**src/rtl/noc_resource_iface.sv**
```systemverilog
// Network interface between a processing element and the RESOURCE port of one xy_switch.
// TX: single holding register feeding the switch FIFO. RX: show-ahead FIFO with address check.
module noc_resource_iface #(
  parameter int X_CORD          = 0,
  parameter int Y_CORD          = 0,
  parameter int PCKT_XADDR_W    = 4,
  parameter int PCKT_YADDR_W    = 4,
  parameter int PCKT_DATA_W     = 8,
  parameter int PCKT_W          = PCKT_XADDR_W + PCKT_YADDR_W + PCKT_DATA_W,
  parameter int RX_FIFO_DEPTH_W = 2,
  parameter int CNT_W           = 16
) (
  input  logic                    clk_i,
  input  logic                    rst_ni,
  input  logic                    tx_valid_i,
  output logic                    tx_ready_o,
  input  logic [PCKT_XADDR_W-1:0] tx_dst_x_i,
  input  logic [PCKT_YADDR_W-1:0] tx_dst_y_i,
  input  logic [PCKT_DATA_W-1:0]  tx_data_i,
  output logic                    sw_wr_en_o,
  output logic [PCKT_W-1:0]       sw_pckt_o,
  input  logic                    sw_full_i,
  input  logic                    sw_overflow_i,
  input  logic                    sw_wr_en_i,
  input  logic [PCKT_W-1:0]       sw_pckt_i,
  output logic                    sw_full_o,
  output logic                    sw_overflow_o,
  output logic                    rx_valid_o,
  input  logic                    rx_ready_i,
  output logic [PCKT_DATA_W-1:0]  rx_data_o,
  output logic                    misroute_o,
  output logic                    tx_err_o,
  output logic [CNT_W-1:0]        tx_cnt_o,
  output logic [CNT_W-1:0]        rx_cnt_o
);

  localparam int RX_DEPTH = 2 ** RX_FIFO_DEPTH_W;
  localparam int PTR_W    = RX_FIFO_DEPTH_W + 1;

  localparam logic [0:0] TX_EMPTY  = 1'b0;
  localparam logic [0:0] TX_LOADED = 1'b1;

  // ---------------- TX path ----------------
  logic [0:0]        tx_state_q, tx_state_d;
  logic [PCKT_W-1:0] tx_pckt_q, tx_pckt_d;
  logic [CNT_W-1:0]  tx_cnt_q, tx_cnt_d;
  logic              tx_err_q, tx_err_d;
  logic              tx_wr_en;
  logic              tx_ready;
  logic              tx_hs;

  assign tx_wr_en = (tx_state_q == TX_LOADED) & ~sw_full_i;
  assign tx_ready = (tx_state_q == TX_EMPTY) | tx_wr_en;
  assign tx_hs    = tx_valid_i & tx_ready;

  // A handshake while the current packet drains reloads the register, sustaining one packet per cycle.
  always_comb begin
    tx_state_d = tx_state_q;
    tx_pckt_d  = tx_pckt_q;
    tx_cnt_d   = tx_cnt_q;
    tx_err_d   = tx_err_q | sw_overflow_i;
    if (tx_hs) begin
      tx_state_d = TX_LOADED;
      tx_pckt_d  = {tx_dst_x_i, tx_dst_y_i, tx_data_i};
    end else if (tx_wr_en) begin
      tx_state_d = TX_EMPTY;
    end
    if (tx_wr_en) begin
      tx_cnt_d = tx_cnt_q + CNT_W'(1);
    end
  end

  always_ff @(posedge clk_i or negedge rst_ni) begin
    if (!rst_ni) begin
      tx_state_q <= TX_EMPTY;
      tx_pckt_q  <= '0;
      tx_cnt_q   <= '0;
      tx_err_q   <= 1'b0;
    end else begin
      tx_state_q <= tx_state_d;
      tx_pckt_q  <= tx_pckt_d;
      tx_cnt_q   <= tx_cnt_d;
      tx_err_q   <= tx_err_d;
    end
  end

  // ---------------- RX path ----------------
  logic [PCKT_DATA_W-1:0] rx_mem_q [RX_DEPTH];
  logic [PCKT_DATA_W-1:0] rx_mem_d [RX_DEPTH];
  logic [PTR_W-1:0]       rx_wr_ptr_q, rx_wr_ptr_d;
  logic [PTR_W-1:0]       rx_rd_ptr_q, rx_rd_ptr_d;
  logic [PTR_W-1:0]       rx_count;
  logic [CNT_W-1:0]       rx_cnt_q, rx_cnt_d;
  logic                   rx_ovf_q, rx_ovf_d;
  logic                   misroute_q, misroute_d;
  logic                   rx_full;
  logic                   rx_valid;
  logic                   rx_pop;
  logic                   rx_push;
  logic                   rx_drop;
  logic                   rx_addr_ok;

  logic [PCKT_XADDR_W-1:0] rx_in_x;
  logic [PCKT_YADDR_W-1:0] rx_in_y;
  logic [PCKT_DATA_W-1:0]  rx_in_data;

  assign {rx_in_x, rx_in_y, rx_in_data} = sw_pckt_i;
  assign rx_addr_ok = (rx_in_x == PCKT_XADDR_W'(X_CORD)) && (rx_in_y == PCKT_YADDR_W'(Y_CORD));

  // The extra pointer bit distinguishes a full FIFO from an empty one.
  assign rx_count = rx_wr_ptr_q - rx_rd_ptr_q;
  assign rx_full  = (rx_count == PTR_W'(RX_DEPTH));
  assign rx_valid = (rx_count != '0);
  assign rx_pop   = rx_valid & rx_ready_i;
  assign rx_push  = sw_wr_en_i & (~rx_full | rx_pop);
  assign rx_drop  = sw_wr_en_i & rx_full & ~rx_pop;

  // Only the payload is stored; the address is fully consumed by the check on entry.
  always_comb begin
    rx_mem_d    = rx_mem_q;
    rx_wr_ptr_d = rx_wr_ptr_q;
    rx_rd_ptr_d = rx_rd_ptr_q;
    rx_cnt_d    = rx_cnt_q;
    rx_ovf_d    = rx_ovf_q | rx_drop;
    misroute_d  = misroute_q | (rx_push & ~rx_addr_ok);
    if (rx_push) begin
      rx_mem_d[rx_wr_ptr_q[RX_FIFO_DEPTH_W-1:0]] = rx_in_data;
      rx_wr_ptr_d = rx_wr_ptr_q + PTR_W'(1);
    end
    if (rx_pop) begin
      rx_rd_ptr_d = rx_rd_ptr_q + PTR_W'(1);
      rx_cnt_d    = rx_cnt_q + CNT_W'(1);
    end
  end

  always_ff @(posedge clk_i or negedge rst_ni) begin
    if (!rst_ni) begin
      for (int i = 0; i < RX_DEPTH; i++) begin
        rx_mem_q[i] <= '0;
      end
      rx_wr_ptr_q <= '0;
      rx_rd_ptr_q <= '0;
      rx_cnt_q    <= '0;
      rx_ovf_q    <= 1'b0;
      misroute_q  <= 1'b0;
    end else begin
      rx_mem_q    <= rx_mem_d;
      rx_wr_ptr_q <= rx_wr_ptr_d;
      rx_rd_ptr_q <= rx_rd_ptr_d;
      rx_cnt_q    <= rx_cnt_d;
      rx_ovf_q    <= rx_ovf_d;
      misroute_q  <= misroute_d;
    end
  end

  assign tx_ready_o    = tx_ready;
  assign sw_wr_en_o    = tx_wr_en;
  assign sw_pckt_o     = tx_pckt_q;
  assign tx_cnt_o      = tx_cnt_q;
  assign tx_err_o      = tx_err_q;
  assign sw_full_o     = rx_full;
  assign sw_overflow_o = rx_ovf_q;
  assign rx_valid_o    = rx_valid;
  assign rx_data_o     = rx_mem_q[rx_rd_ptr_q[RX_FIFO_DEPTH_W-1:0]];
  assign rx_cnt_o      = rx_cnt_q;
  assign misroute_o    = misroute_q;

endmodule

```
**config.mk**
```make
export PLATFORM = sky130hd
export DESIGN_NAME = noc_resource_iface
export DESIGN_NICKNAME = d
export VERILOG_FILES = /design/src/rtl/noc_resource_iface.sv
export SDC_FILE = /design/constraint.sdc
export NUM_CORES = 1
export LEC_CHECK = 0
export BUFFER_PORTS_ARGS = -buffer_cell sky130_fd_sc_hd__buf_2
export CORE_ASPECT_RATIO = 1.4
export CORE_MARGIN = 2
export CORE_UTILIZATION = 50
export DETAILED_ROUTE_END_ITERATION = 10
export GPL_TIMING_DRIVEN = 0
export PLACE_DENSITY_LB_ADDON = 0.1
export SLEW_MARGIN = 20
export SYNTH_ARGS = -nofsm -noshare
export SYNTH_HDL_FRONTEND = slang
export SYNTH_SLANG_ARGS = --single-unit
```
**constraint.sdc**
```tcl
create_clock -name clk_i -period 3 [get_ports clk_i]
set_input_delay 0.75 -clock clk_i [delete_from_list [all_inputs] [get_ports clk_i]]
set_output_delay 0.75 -clock clk_i [all_outputs]
set_load 0.02 [all_outputs]
```
==> out/results.ini <==
[layout]
antennaDiodeCount = 0
finish.utilization_pct = 62.44
drive_gt1_share_pct = 48.11
areaGrowthSynthToFinish_pct = 22.15
final_nets = 440
fillers = 651

[yosys]
post-synth-top-area-cell = dfrtp_1
synth.area.top_cells = dfrtp_1 (57%), mux2_2 (14%), xnor2_1 (6.2%)
ys_ff_latch = 90
synth.avg_cell_area_um2 = 14.06
netlist_instances = 280
synth_warnings = 0
ys_seq_area_share_pct = 57.20
syn_area_um2 = 3938
synth_nets = 328
synth.distinct_cells = 33
yosysTopAreaCellShare_pct = 57.20

[worst_setup_path]
end_kind = output pin
required_ps = 2250
arrival_ps = 2060
critPathTopFamily = buffers and inverters
critPathSlowestCell = dfrtp_1
critPathMaxFanout = 9
crit_chain = clkbuf_2 -> inv_1 -> ha_1 -> nor2b_1 -> xor2_2 -> nand3_1 -> buf_2
r2r_slack_ps = 700
path_buf_inv = 3
reg2reg_from = rx_rd_ptr_q[1]
worstSetupPathType = reg -> out
slowest_delay_ps = 350
timing.critical_path.from = rx_rd_ptr_q[1]
startpoint_type = register

[detailed_routing]
drc = 0
antenna_left = 0
routedWlPerCell_um = 14.72
route.final.wire_length_mm = 7.315
dr.pass1.iters = 4
vias = 2529
via_per_inst = 5.089
dr.first_iter.drc_count = 118

[global_routing]
grt_pass1_vias = 2688
grt_antenna_before_repair = 0
grt_pass1_wl_mm = 12.32
grt_usage_pct = 18.81
grt_max_degree = 57
gr-total-overflow = 0

[clock_tree]
clkSlewWorstSetupHoldPaths_ps = 90
cts_max_level = 3
insertion_delay_ps = 350
cts_root_buf = clkbuf_8
numCtsBuffers = 9
cts_buffer_depth = 2
ctsHoldBuffers = 0
clock-sinks = 90
cts_tree = done

[job]
cap_violations = 0

[timing]
setup-tns-final_ps = 0
relSlewSlack_pct = 71.61
slew_viol_final = 0
fmaxAchievable_ghz = 0.3563
worst_pin_slew_ps = 425.8
rsz0062_at_grt = false
fin_crit_ps = 2807
fin_crit_sh_pct = 93.55
finalSetupViolCount = 0
finalHoldViolCount = 0
finClkSkew_ps = 12.02

[hold_path]
min_path_type = in -> async

[die]
core_area_um2 = 7702
top_level_ports = 102
num_rows = 38
die-area_um2 = 8611
start_util_pct = 51.12
die_y_um = 109
fp.dieW_um = 79

[pwr]
ir_drop_v = 0.0004957
leakagePower_nw = 2.291
powerDensity_nw_per_um2 = 950.0

[run_status]
run_status = finished clean

[placed_design]
place.gp.congestion = 0.7301
dpl.hpwl_mm = 5.131
io_buffers = 100

[cell type report]
class	count	area [um2]	share of cell area (%)
multi-input cells	179	1644	34.18
repair buffers	101	534.3	11.11
well taps	100	125.1	2.601
clock inverters	6	66.31	1.379
inverters	4	15.01	0.3122
plain buffers	7	35.03	0.7284
clock buffers	10	137.6	2.862
flip-flops and latches	90	2252	46.83
[layer usage]
metal  GRT usage, %  vias up  part of all wire (%)
met5              0        -                     0
li1               -     1205                     -
met3          6.291        6                   6.5
met1          23.50     1239                    43
met2          30.21       79                    49
met4          7.512        0                   1.1
[synthesized netlist by cell type]
master	n
dfrtp_1	90
mux2_2	48
xnor2_1	28
nand2_1	17
nand3_1	12
ha_1	9
nand4_1	9
and3_1	8
mux4_2	8
nor2_1	7
xor2_1	7
inv_1	4
buf_2	3
clkbuf_1	3
nand3_2	3
a31o_2	2
mux2_1	2
nor2b_1	2
nor3b_1	2
nor4_1	2
xnor2_2	2
a31oi_2	1
and2_1	1
and2b_1	1
and4_1	1
buf_4	1
nand2_4	1
nand2b_1	1
nand3_4	1
o21a_1	1
o21ai_0	1
o21ai_2	1
or2_2	1
[layout by cell type, fill, tap and decap left out, types with 3 or more instances in the layout]
cell        count
buf_2         102
mux2_2         48
clkinvlp_4      3
nand2_1        17
dfrtp_1        90
mux4_2          8
ha_1            9
clkbuf_8       10
nand3_2         3
nand4_1         9
nand3_1        12
nor2_1          7
and3_1          8
inv_1           4
xnor2_1        28
xor2_1          6
[where the power goes]
group	internal (mW)	total, mW	switching, mW	leakage, nW
logic	0.886	1.88	0.998	1.10
registers	1.60	1.85	0.256	1.10
clock network	0.407	0.832	0.424	0.0945
[final timing paths]
path / to / cells past startpoint
worst min register to register: tx_cnt_o[15] / 1
worst max-delay path: rx_valid_o / 7
worst max register to register: rx_mem_q[9] / 8
worst min-delay path: rx_cnt_o[9] / 1
min in group clk_i: tx_cnt_o[15] / 1
max in group asynchronous: sw_pckt_o[3] / 2
[kinds of logic after synthesis]
family,count (synthesis),share of synthesized area [%]
compound gates,6,1.303
xor+xnor,37,8.611
fa+ha+maj,9,2.860
buf+inv,11,1.239
flops,90,57.20
mux,58,18.88
simple gates,69,9.915
[per-stage QoR]
stage	instance area (um2)	worst slack, ps	power, mW	instances	hold slack, ps
after global routing	4810	3.344	4.888	497	267.5
after CTS	4802	87.42	4.630	497	260.8
final	4810	193.5	4.569	497	271.7
after floorplan	3938	636.2	3.233	280	454.4
after detailed placement	4597	248.7	3.780	481	449.9
after global placement	4563	255.4	3.721	480	448.4
[timing repair]
action	4_1_cts	5_1_grt
resized for setup	1	1
endpoints found under the setup margin	2	2
pin swaps	0	0
buffers inserted	0	0
[sequential cells by signal, summed over array words and instances (netlist names)]
| signal | count |
|---|---|
| tx_err_o | 1 |
| tx_state_q | 1 |
| sw_overflow_o | 1 |
| rx_mem_q | 32 |
| rx_rd_ptr_q | 3 |
| misroute_o | 1 |
| tx_cnt_o | 16 |
| rx_wr_ptr_q | 3 |
| sw_pckt_o | 16 |
| rx_cnt_o | 16 |
No activity file was read; power rests on OpenSTA's default activity.
